$ cat config.mk
export PLATFORM = sky130hd
export DESIGN_NAME = lifo_arbiter
export DESIGN_NICKNAME = d
export VERILOG_FILES = /design/src/rtl/lifo_arb_pkg.sv /design/src/rtl/lifo_arb_grant.sv /design/src/rtl/lifo_arbiter.sv
export SDC_FILE = /design/constraint.sdc
export NUM_CORES = 1
export LEC_CHECK = 0
export ABC_AREA = 1
export CAP_MARGIN = 20
export CORE_UTILIZATION = 42
export CTS_BUF_LIST = sky130_fd_sc_hd__clkbuf_4 sky130_fd_sc_hd__clkbuf_8 sky130_fd_sc_hd__clkbuf_16
export DETAILED_ROUTE_END_ITERATION = 12
export GPL_TIMING_DRIVEN = 0
export PLACE_DENSITY = 0.84
export SETUP_SLACK_MARGIN = 0.02
export SKIP_LAST_GASP = 1
export SLEW_MARGIN = 30
export SYNTH_ARGS = -nofsm -noshare
export SYNTH_HDL_FRONTEND = slang
export SYNTH_SLANG_ARGS = --single-unit
export TNS_END_PERCENT = 1
$ cat constraint.sdc
create_clock -name clk -period 3.1 [get_ports clk]
set_input_delay 0.465 -clock clk [delete_from_list [all_inputs] [get_ports clk]]
set_output_delay 0.465 -clock clk [all_outputs]
set_load 0.02 [all_outputs]
$ cat src/rtl/lifo_arb_pkg.sv
// Shared types for the LIFO arbiter: FSM state encoding and request op encoding.
// Build option LIFO_ARB_RR_EN selects round-robin arbitration (default: fixed priority).
package lifo_arb_pkg;

    typedef enum logic [1:0] {
        IDLE  = 2'd0,
        ISSUE = 2'd1,
        WAIT  = 2'd2,
        RESP  = 2'd3
    } state_t;

    localparam logic OP_PUSH = 1'b1;

endpackage

$ cat src/rtl/lifo_arb_grant.sv
// Picks one eligible client per cycle and returns it one-hot and encoded.
// LIFO_ARB_RR_EN defined: search starts at i_rr_ptr; otherwise lowest index wins.
module lifo_arb_grant #(
    parameter int NUM_CLIENTS = 2,
    parameter int ID_WIDTH    = 1
) (
`ifdef LIFO_ARB_RR_EN
    input  logic [ID_WIDTH-1:0]    i_rr_ptr,
`endif
    input  logic [NUM_CLIENTS-1:0] i_eligible,
    output logic [NUM_CLIENTS-1:0] o_grant_oh,
    output logic [ID_WIDTH-1:0]    o_grant_idx,
    output logic                   o_grant_any
);

`ifdef LIFO_ARB_RR_EN
    always_comb begin
        int idx;
        idx         = 0;
        o_grant_oh  = '0;
        o_grant_idx = '0;
        o_grant_any = 1'b0;
        // Walk the clients in rotated order; the first eligible one wins.
        for (int k = 0; k < NUM_CLIENTS; k++) begin
            idx = (int'(i_rr_ptr) + k) % NUM_CLIENTS;
            if (!o_grant_any && i_eligible[idx]) begin
                o_grant_any     = 1'b1;
                o_grant_idx     = ID_WIDTH'(idx);
                o_grant_oh[idx] = 1'b1;
            end
        end
    end
`else
    always_comb begin
        o_grant_oh  = '0;
        o_grant_idx = '0;
        o_grant_any = 1'b0;
        for (int k = 0; k < NUM_CLIENTS; k++) begin
            if (!o_grant_any && i_eligible[k]) begin
                o_grant_any   = 1'b1;
                o_grant_idx   = ID_WIDTH'(k);
                o_grant_oh[k] = 1'b1;
            end
        end
    end
`endif

endmodule

$ cat src/rtl/lifo_arbiter.sv
// Shares one LIFO between NUM_CLIENTS push/pop requesters; one LIFO op in flight at a time.
// Build option LIFO_ARB_RR_EN enables round-robin grant order (default: fixed priority).
module lifo_arbiter
    import lifo_arb_pkg::*;
#(
    parameter  int DATA_WIDTH  = 8,
    parameter  int NUM_CLIENTS = 2,
    localparam int ID_WIDTH    = $clog2(NUM_CLIENTS)
) (
    input  logic                              clk,
    input  logic                              rst_n,
    input  logic [NUM_CLIENTS-1:0]            req_valid,
    input  logic [NUM_CLIENTS-1:0]            req_push,
    input  logic [NUM_CLIENTS*DATA_WIDTH-1:0] req_data,
    output logic [NUM_CLIENTS-1:0]            req_ready,
    output logic                              rsp_valid,
    output logic [ID_WIDTH-1:0]               rsp_id,
    output logic [DATA_WIDTH-1:0]             rsp_data,
    input  logic                              rsp_ready,
    output logic                              lifo_write_en,
    output logic                              lifo_read_en,
    output logic [DATA_WIDTH-1:0]             lifo_data_in,
    input  logic [DATA_WIDTH-1:0]             lifo_data_out,
    input  logic                              lifo_full,
    input  logic                              lifo_empty,
    output logic                              busy
);

    state_t                  r_state;
    state_t                  w_state_next;
    logic                    r_write_en;
    logic                    r_read_en;
    logic [DATA_WIDTH-1:0]   r_data;
    logic [ID_WIDTH-1:0]     r_id;
    logic [DATA_WIDTH-1:0]   r_rsp_data;
    logic [ID_WIDTH-1:0]     r_rsp_id;
    logic [NUM_CLIENTS-1:0]  w_eligible;
    logic [NUM_CLIENTS-1:0]  w_grant_oh;
    logic [ID_WIDTH-1:0]     w_grant_idx;
    logic                    w_grant_any;
    logic                    w_grant_push;
    logic [DATA_WIDTH-1:0]   w_grant_data;
`ifdef LIFO_ARB_RR_EN
    logic [ID_WIDTH-1:0]     r_rr_ptr;
`endif

    // Flags are only meaningful in IDLE, when no op is still in flight.
    generate
        for (genvar gi = 0; gi < NUM_CLIENTS; gi++) begin : g_elig
            assign w_eligible[gi] = req_valid[gi] &
                                    ((req_push[gi] == OP_PUSH) ? !lifo_full : !lifo_empty);
        end
    endgenerate

    lifo_arb_grant #(
        .NUM_CLIENTS (NUM_CLIENTS),
        .ID_WIDTH    (ID_WIDTH)
    ) u_grant (
`ifdef LIFO_ARB_RR_EN
        .i_rr_ptr    (r_rr_ptr),
`endif
        .i_eligible  (w_eligible),
        .o_grant_oh  (w_grant_oh),
        .o_grant_idx (w_grant_idx),
        .o_grant_any (w_grant_any)
    );

    assign w_grant_push = (req_push[w_grant_idx] == OP_PUSH);
    assign w_grant_data = req_data[int'(w_grant_idx)*DATA_WIDTH +: DATA_WIDTH];

    always_ff @(posedge clk or negedge rst_n) begin
        if (!rst_n) begin
            r_state    <= IDLE;
            r_write_en <= 1'b0;
            r_read_en  <= 1'b0;
            r_data     <= '0;
            r_id       <= '0;
            r_rsp_data <= '0;
            r_rsp_id   <= '0;
`ifdef LIFO_ARB_RR_EN
            r_rr_ptr   <= '0;
`endif
        end else begin
            r_state    <= w_state_next;
            r_write_en <= 1'b0;
            r_read_en  <= 1'b0;
            if (r_state == IDLE && w_grant_any) begin
                r_write_en <= w_grant_push;
                r_read_en  <= !w_grant_push;
                r_data     <= w_grant_data;
                r_id       <= w_grant_idx;
`ifdef LIFO_ARB_RR_EN
                r_rr_ptr   <= (w_grant_idx == ID_WIDTH'(NUM_CLIENTS-1)) ? '0
                                                                        : w_grant_idx + 1'b1;
`endif
            end
            if (r_state == WAIT) begin
                r_rsp_data <= lifo_data_out;
                r_rsp_id   <= r_id;
            end
        end
    end

    always_comb begin
        w_state_next = r_state;
        unique case (r_state)
            IDLE:    if (w_grant_any) w_state_next = ISSUE;
            ISSUE:   w_state_next = r_write_en ? IDLE : WAIT;
            WAIT:    w_state_next = RESP;
            RESP:    if (rsp_ready) w_state_next = IDLE;
            default: w_state_next = IDLE;
        endcase
    end

    always_comb begin
        req_ready     = (r_state == IDLE) ? w_grant_oh : '0;
        rsp_valid     = (r_state == RESP);
        busy          = (r_state != IDLE);
        rsp_id        = r_rsp_id;
        rsp_data      = r_rsp_data;
        lifo_write_en = r_write_en;
        lifo_read_en  = r_read_en;
        lifo_data_in  = r_data;
    end

endmodule

==> results.md, run 1 <==
* Cell variety after synth at 20
* Met3 routed WL at 249 µm
* Reg2reg end: rsp_data[0]
* Post-detail-place hpwl at 1.96 mm
* H-tree depth at 1
* CTS tree: yes
* Area delta synth->final at 57.4%
* Sequential area share after synthesis at 51.0%
* Met2 wire length at 1.30 mm
* WL met1 at 914 µm
* PortBufs at 55
* FF-to-FF path depth at 3
* VDD IR max at 0.614 mV
* Share of post-route cells with drive strength above 1 at 16.4%
* Final Power at 1.39 mW
* CP startpoint: req_push[1]
* Final Wtd Congestion at 0.765
* Slew Viols, Final at 0
* Largest net degree at the start of global routing at 23
* Yosys warning count at 0
* Final setup violating endpoints at 0
* CTS Buffer Depth at 2
* Commonest non-fill, non-tap cell in the layout: clkdlybuf4s50_1
* Drt pass-1 iters at 4
* Final hold violation count at 0
* Worst setup SP type: input port
* Initial DRC count at 9
* Final wirelength at 2.47 mm
* R2R Path Start: r_state[0]
* Outcome: finished, final reports clean
* Mapped Cells at 118
* GRT Overall Usage at 20.4%
* Worst R2R Setup Slack at 1.95 ns
* Critical path class: in2out
* Die extent in x at 52.7 µm
* Crit end category: primary output
* WHS at 0.102 ns
* Slew HR at 66.8%
* Pleak at 0.806 nW
* Synthesized area at 1080 µm²
* Critical path fanouts, max at 10
* Vias in the first global route at 1043
* Placed instance area at 1670 µm²
* Final setup skew at 0.0104 ns
* Vias at 997
* N_diodes at 0
* Initial antenna violation count at 0
* Syn_area_per_cell at 9.15 µm²
* # DRC at 0
* Die ar. at 2780 µm²
* Skew-Pair Late Insertion Delay at 0.31 ns
* Ports at 56
* Tightest Pin Transition at 0.497 ns
* Routed wire per std cell at 12.0 µm
* Post-CTS resize count at 0
* Minimum clock period at 2.62 ns
* Fmax at 381 MHz
* Via density at 4.82
* RSZ-0062 raised after global routing: no
* Die Y at 52.7 µm
* FF+latch count, synth at 22
* Worst slack at placement at 0.476 ns
* Syn_nets at 151
* Total CTS buffers at 3
* Post-route ant nets at 0
* Filler cells at 204
* Most frequent cells in the layout: clkdlybuf4s50_1 (54), nand2_1 (49), dfrtp_1 (22)
* Rows at 18
* Required time of the worst setup path at 2.63 ns
* Hold-fix buffers, CTS at 0
* Worst hold path class: in2async
* Top layer in use: met4
* Setup ws final at 0.475 ns
* Initial Utilization at 44.0%
* Core Box Area at 2450 µm²
* Design area at 1700 µm²
* Max_cap viols at 0
* GR Overflow Total at 0
* Clock transition at path regs at 0.12 ns
* Fin Setup TNS at 0 ns
* Global-route wire length before repair at 4.06 mm
* Fraction of the cycle the final worst path needs at 84.7%
* Critical Path AT at 2.16 ns
* TritonCTS Sinks at 22
* Nets@finish at 211
* CTS Root Cell: clkbuf_4
* Setup Fix Bufs, Post-CTS at 0
* PD cells at 815 nW/µm²
## cells by family (layout without fill, tap and decap cells)
group	count (synthesis)	count (layout)	share of synthesized area, %
AO/OA/AOI/OAI	5	5	2.78
AND/OR/NAND/NOR	72	72	33.0
multiplexers	8	8	8.34
buffers and inverters	11	70	4.87
flip-flops	22	22	51.0
## metal layers
layer	GRT usage, %	vias to the layer above
li1	-	488
met1	19.6	466
met2	37.1	41
met3	8.70	2
met4	8.77	0
met5	0	-
## worst max path at each step
stage | endpoint | slack, ns | depth (start not counted)
after CTS | req_ready[1] | 0.47 | 7
after floorplan | req_ready[0] | 1.49 | 4
final | req_ready[1] | 0.48 | 7
after global routing | req_ready[1] | 0.39 | 7
after detailed placement | req_ready[1] | 0.48 | 7
after global placement | req_ready[1] | 0.49 | 7
## cell type report
type                       instances  area (µm²)  area share (%)
buffer                             2        18.8            1.10
multi-input combinational         85         477            28.1
timing repair buffer              55         546            32.1
clock buffer                       4        36.3            2.14
tap                               30        37.5            2.21
inverter                           9        33.8            1.99
sequential                        22         551            32.4
## critical path, cell delays in order
cell and delay, ns:
clkdlybuf4s50_1 0.46, nand2_1 0.12, nand2_2 0.09, nor2_8 0.20
nand2_8 0.11, nor2_4 0.09, clkdlybuf4s50_1 0.62
## flip-flops by register name, summed over array words and instances, names as in the netlist, named ones only
| register | cells |
|---|---|
| lifo_data_in | 8 |
| lifo_read_en | 1 |
| lifo_write_en | 1 |
| r_id | 1 |
| r_state | 1 |
| rsp_data | 8 |
| rsp_id | 1 |
## cells in the mapped netlist
cell type | number | area [µm²]
nand2_1 | 49 | 184
dfrtp_1 | 22 | 551
nand3_1 | 9 | 45.0
mux2_2 | 8 | 90.1
inv_1 | 6 | 22.5
nand2_2 | 5 | 31.3
inv_2 | 3 | 11.3
nor2_1 | 3 | 11.3
o21ai_0 | 2 | 10.0
a21oi_1 | 1 | 5.00
buf_4 | 1 | 7.51
buf_6 | 1 | 11.3
nand2_8 | 1 | 20.0
nand3_2 | 1 | 10.0
nand3_4 | 1 | 17.5
nor2_2 | 1 | 6.26
nor2_4 | 1 | 11.3
nor2_8 | 1 | 20.0
o21bai_1 | 1 | 7.51
o31ai_1 | 1 | 7.51
## stage by stage
stage / instances / util [%]
6_report: 207 / 69.2
5_1_grt: 207 / 69.2
4_1_cts: 207 / 69.4
3_5_place_dp: 203 / 67.9
3_3_place_gp: 203 / 67.9
2_1_floorplan: 118 / -
## where the power goes
group | leakage, nW | switching [mW] | internal (mW)
combinational | 0.515 | 0.373 | 0.372
sequential | 0.270 | 0.0688 | 0.416
clock | 0.0210 | 0.0843 | 0.0716
Note: power is estimated with default switching activity, not from simulation.
==> inputs of run 2 (changes only) <==
Settings changed: CORE_UTILIZATION 42 to 39, PLACE_DENSITY 0.84 to 0.79.
Clock period 3.1 ns to 2.5 ns, I/O delays scaled along.
==> run 2 against run 1 <==
Routed wire length is 2.9% higher; clock power is 71% higher; utilization is 1.7 points lower; critical path depth stayed put; non-clock buffer count stayed put; clock skew is 0.0068 ns lower; global-route usage is 1.7 points lower; setup slack worse by 0.34 ns; via count is 0.40% higher; cell count stayed put; critical path type unchanged; critical endpoint is now req_ready[0].
==> results.md, run 2 (synthesized netlist as in run 1, its figures left out) <==
* Critical Path AT at 1.99 ns
* RSZ-0062 raised after global routing: no
* Slew HR at 68.1%
* CTS tree: yes
* Worst R2R Setup Slack at 1.34 ns
* Area delta synth->final at 59.1%
* Global-route wire length before repair at 3.88 mm
* PortBufs at 55
* Critical path fanouts, max at 10
* Final setup violating endpoints at 0
* Clock transition at path regs at 0.12 ns
* Final wirelength at 2.55 mm
* Largest net degree at the start of global routing at 23
* Outcome: finished, final reports clean
* Post-detail-place hpwl at 2.06 mm
* N_diodes at 0
* Max_cap viols at 0
* Fmax at 422 MHz
* Post-route ant nets at 0
* VDD IR max at 0.643 mV
* Placed instance count at 203
* Most frequent cells in the layout: clkdlybuf4s50_1 (53), nand2_1 (49), dfrtp_1 (22)
* Ports at 56
* CTS Root Cell: clkbuf_4
* Tightest Pin Transition at 0.478 ns
* Drt pass-1 iters at 4
* Filler cells at 222
* Sequential Area at 551 µm²
* Total CTS buffers at 3
* Multi-input gate area at 477 µm²
* Die extent in x at 54.6 µm
* Minimum clock period at 2.37 ns
* Commonest non-fill, non-tap cell in the layout: clkdlybuf4s50_1
* Non-Filler Instances at 207
* Critical path class: in2out
* Design area at 1720 µm²
* # DRC at 0
* Initial Utilization at 42.4%
* Pleak at 0.831 nW
* Final setup skew at 0.00362 ns
* Vias in the first global route at 957
* Routed wire per std cell at 12.3 µm
* Vias at 1001
* Die ar. at 2980 µm²
* FF-to-FF path depth at 3
* Slew Viols, Final at 0
* Core Box Area at 2540 µm²
* Worst hold path class: in2async
* Via density at 4.84
* Setup Fix Bufs, Post-CTS at 0
* Fin Setup TNS at 0 ns
* Crit end category: primary output
* GRT Overall Usage at 18.7%
* Skew-Pair Late Insertion Delay at 0.30 ns
* Rows at 18
* Initial DRC count at 2
* Placed instance area at 1670 µm²
* Die Y at 54.6 µm
* Final hold violation count at 0
* TritonCTS Sinks at 22
* Final core utilization at 67.5%
* CTS Buffer Depth at 2
* Share of post-route cells with drive strength above 1 at 16.4%
* Fraction of the cycle the final worst path needs at 94.7%
* H-tree depth at 1
* PD cells at 1040 nW/µm²
* Worst setup SP type: input port
* GR Overflow Total at 0
* Hold-fix buffers, CTS at 0
* Final Wtd Congestion at 0.734
* Required time of the worst setup path at 2.12 ns
* Nets@finish at 211
* Initial antenna violation count at 0
* Post-CTS resize count at 0
==> run 2: layer usage <==
layer	share of wire, %	track usage [%]	vias up
li1	-	-	487
met1	38	19.2	468
met2	53	34.3	42
met3	8.1	5.56	4
met4	0.90	8.12	0
met5	0	0	-
==> run 2: area by class of cell <==
class,count,area share (%)
clock inverters,1,1.75
well taps,30,2.18
multi-input cells,85,27.7
clock buffers,3,1.31
plain buffers,2,1.09
repair buffers,55,31.9
flip-flops and latches,22,32.0
inverters,9,1.97
==> run 2: path summary, 6_finish.rpt <==
path                                from      endpoint
min in group clk           lifo_write_en      register
max                          req_push[0]  req_ready[0]
min reg2reg                lifo_write_en      register
min                                rst_n   rsp_data[4]
max in group asynchronous          rst_n   rsp_data[1]
max reg2reg                   r_state[0]   rsp_data[1]
==> run 2: worst max-delay path, cell delays in order <==
cell	delay (ns)
clkdlybuf4s50_1	0.50
inv_2	0.06
nand2_2	0.07
nand3_4	0.10
buf_4	0.20
nor2_1	0.09
clkdlybuf4s50_1	0.60
==> run 2: through the flow <==
step / hold WS, ns / power [mW] / setup slack, ns
2_1_floorplan: 0.0794 / 1.10 / 1.07
3_3_place_gp: 0.447 / 1.51 / 0.0774
3_5_place_dp: 0.469 / 1.55 / 0.0562
4_1_cts: 0.485 / 1.82 / 0.0573
5_1_grt: 0.0282 / 1.91 / 0.0677
6_report: 0.0114 / 1.79 / 0.133
==> run 2: where the power goes <==
part	total, mW	internal [mW]	switching (mW)
sequential	0.603	0.515	0.0872
clock	0.267	0.162	0.105
combinational	0.925	0.461	0.464
total	1.79	1.14	0.655
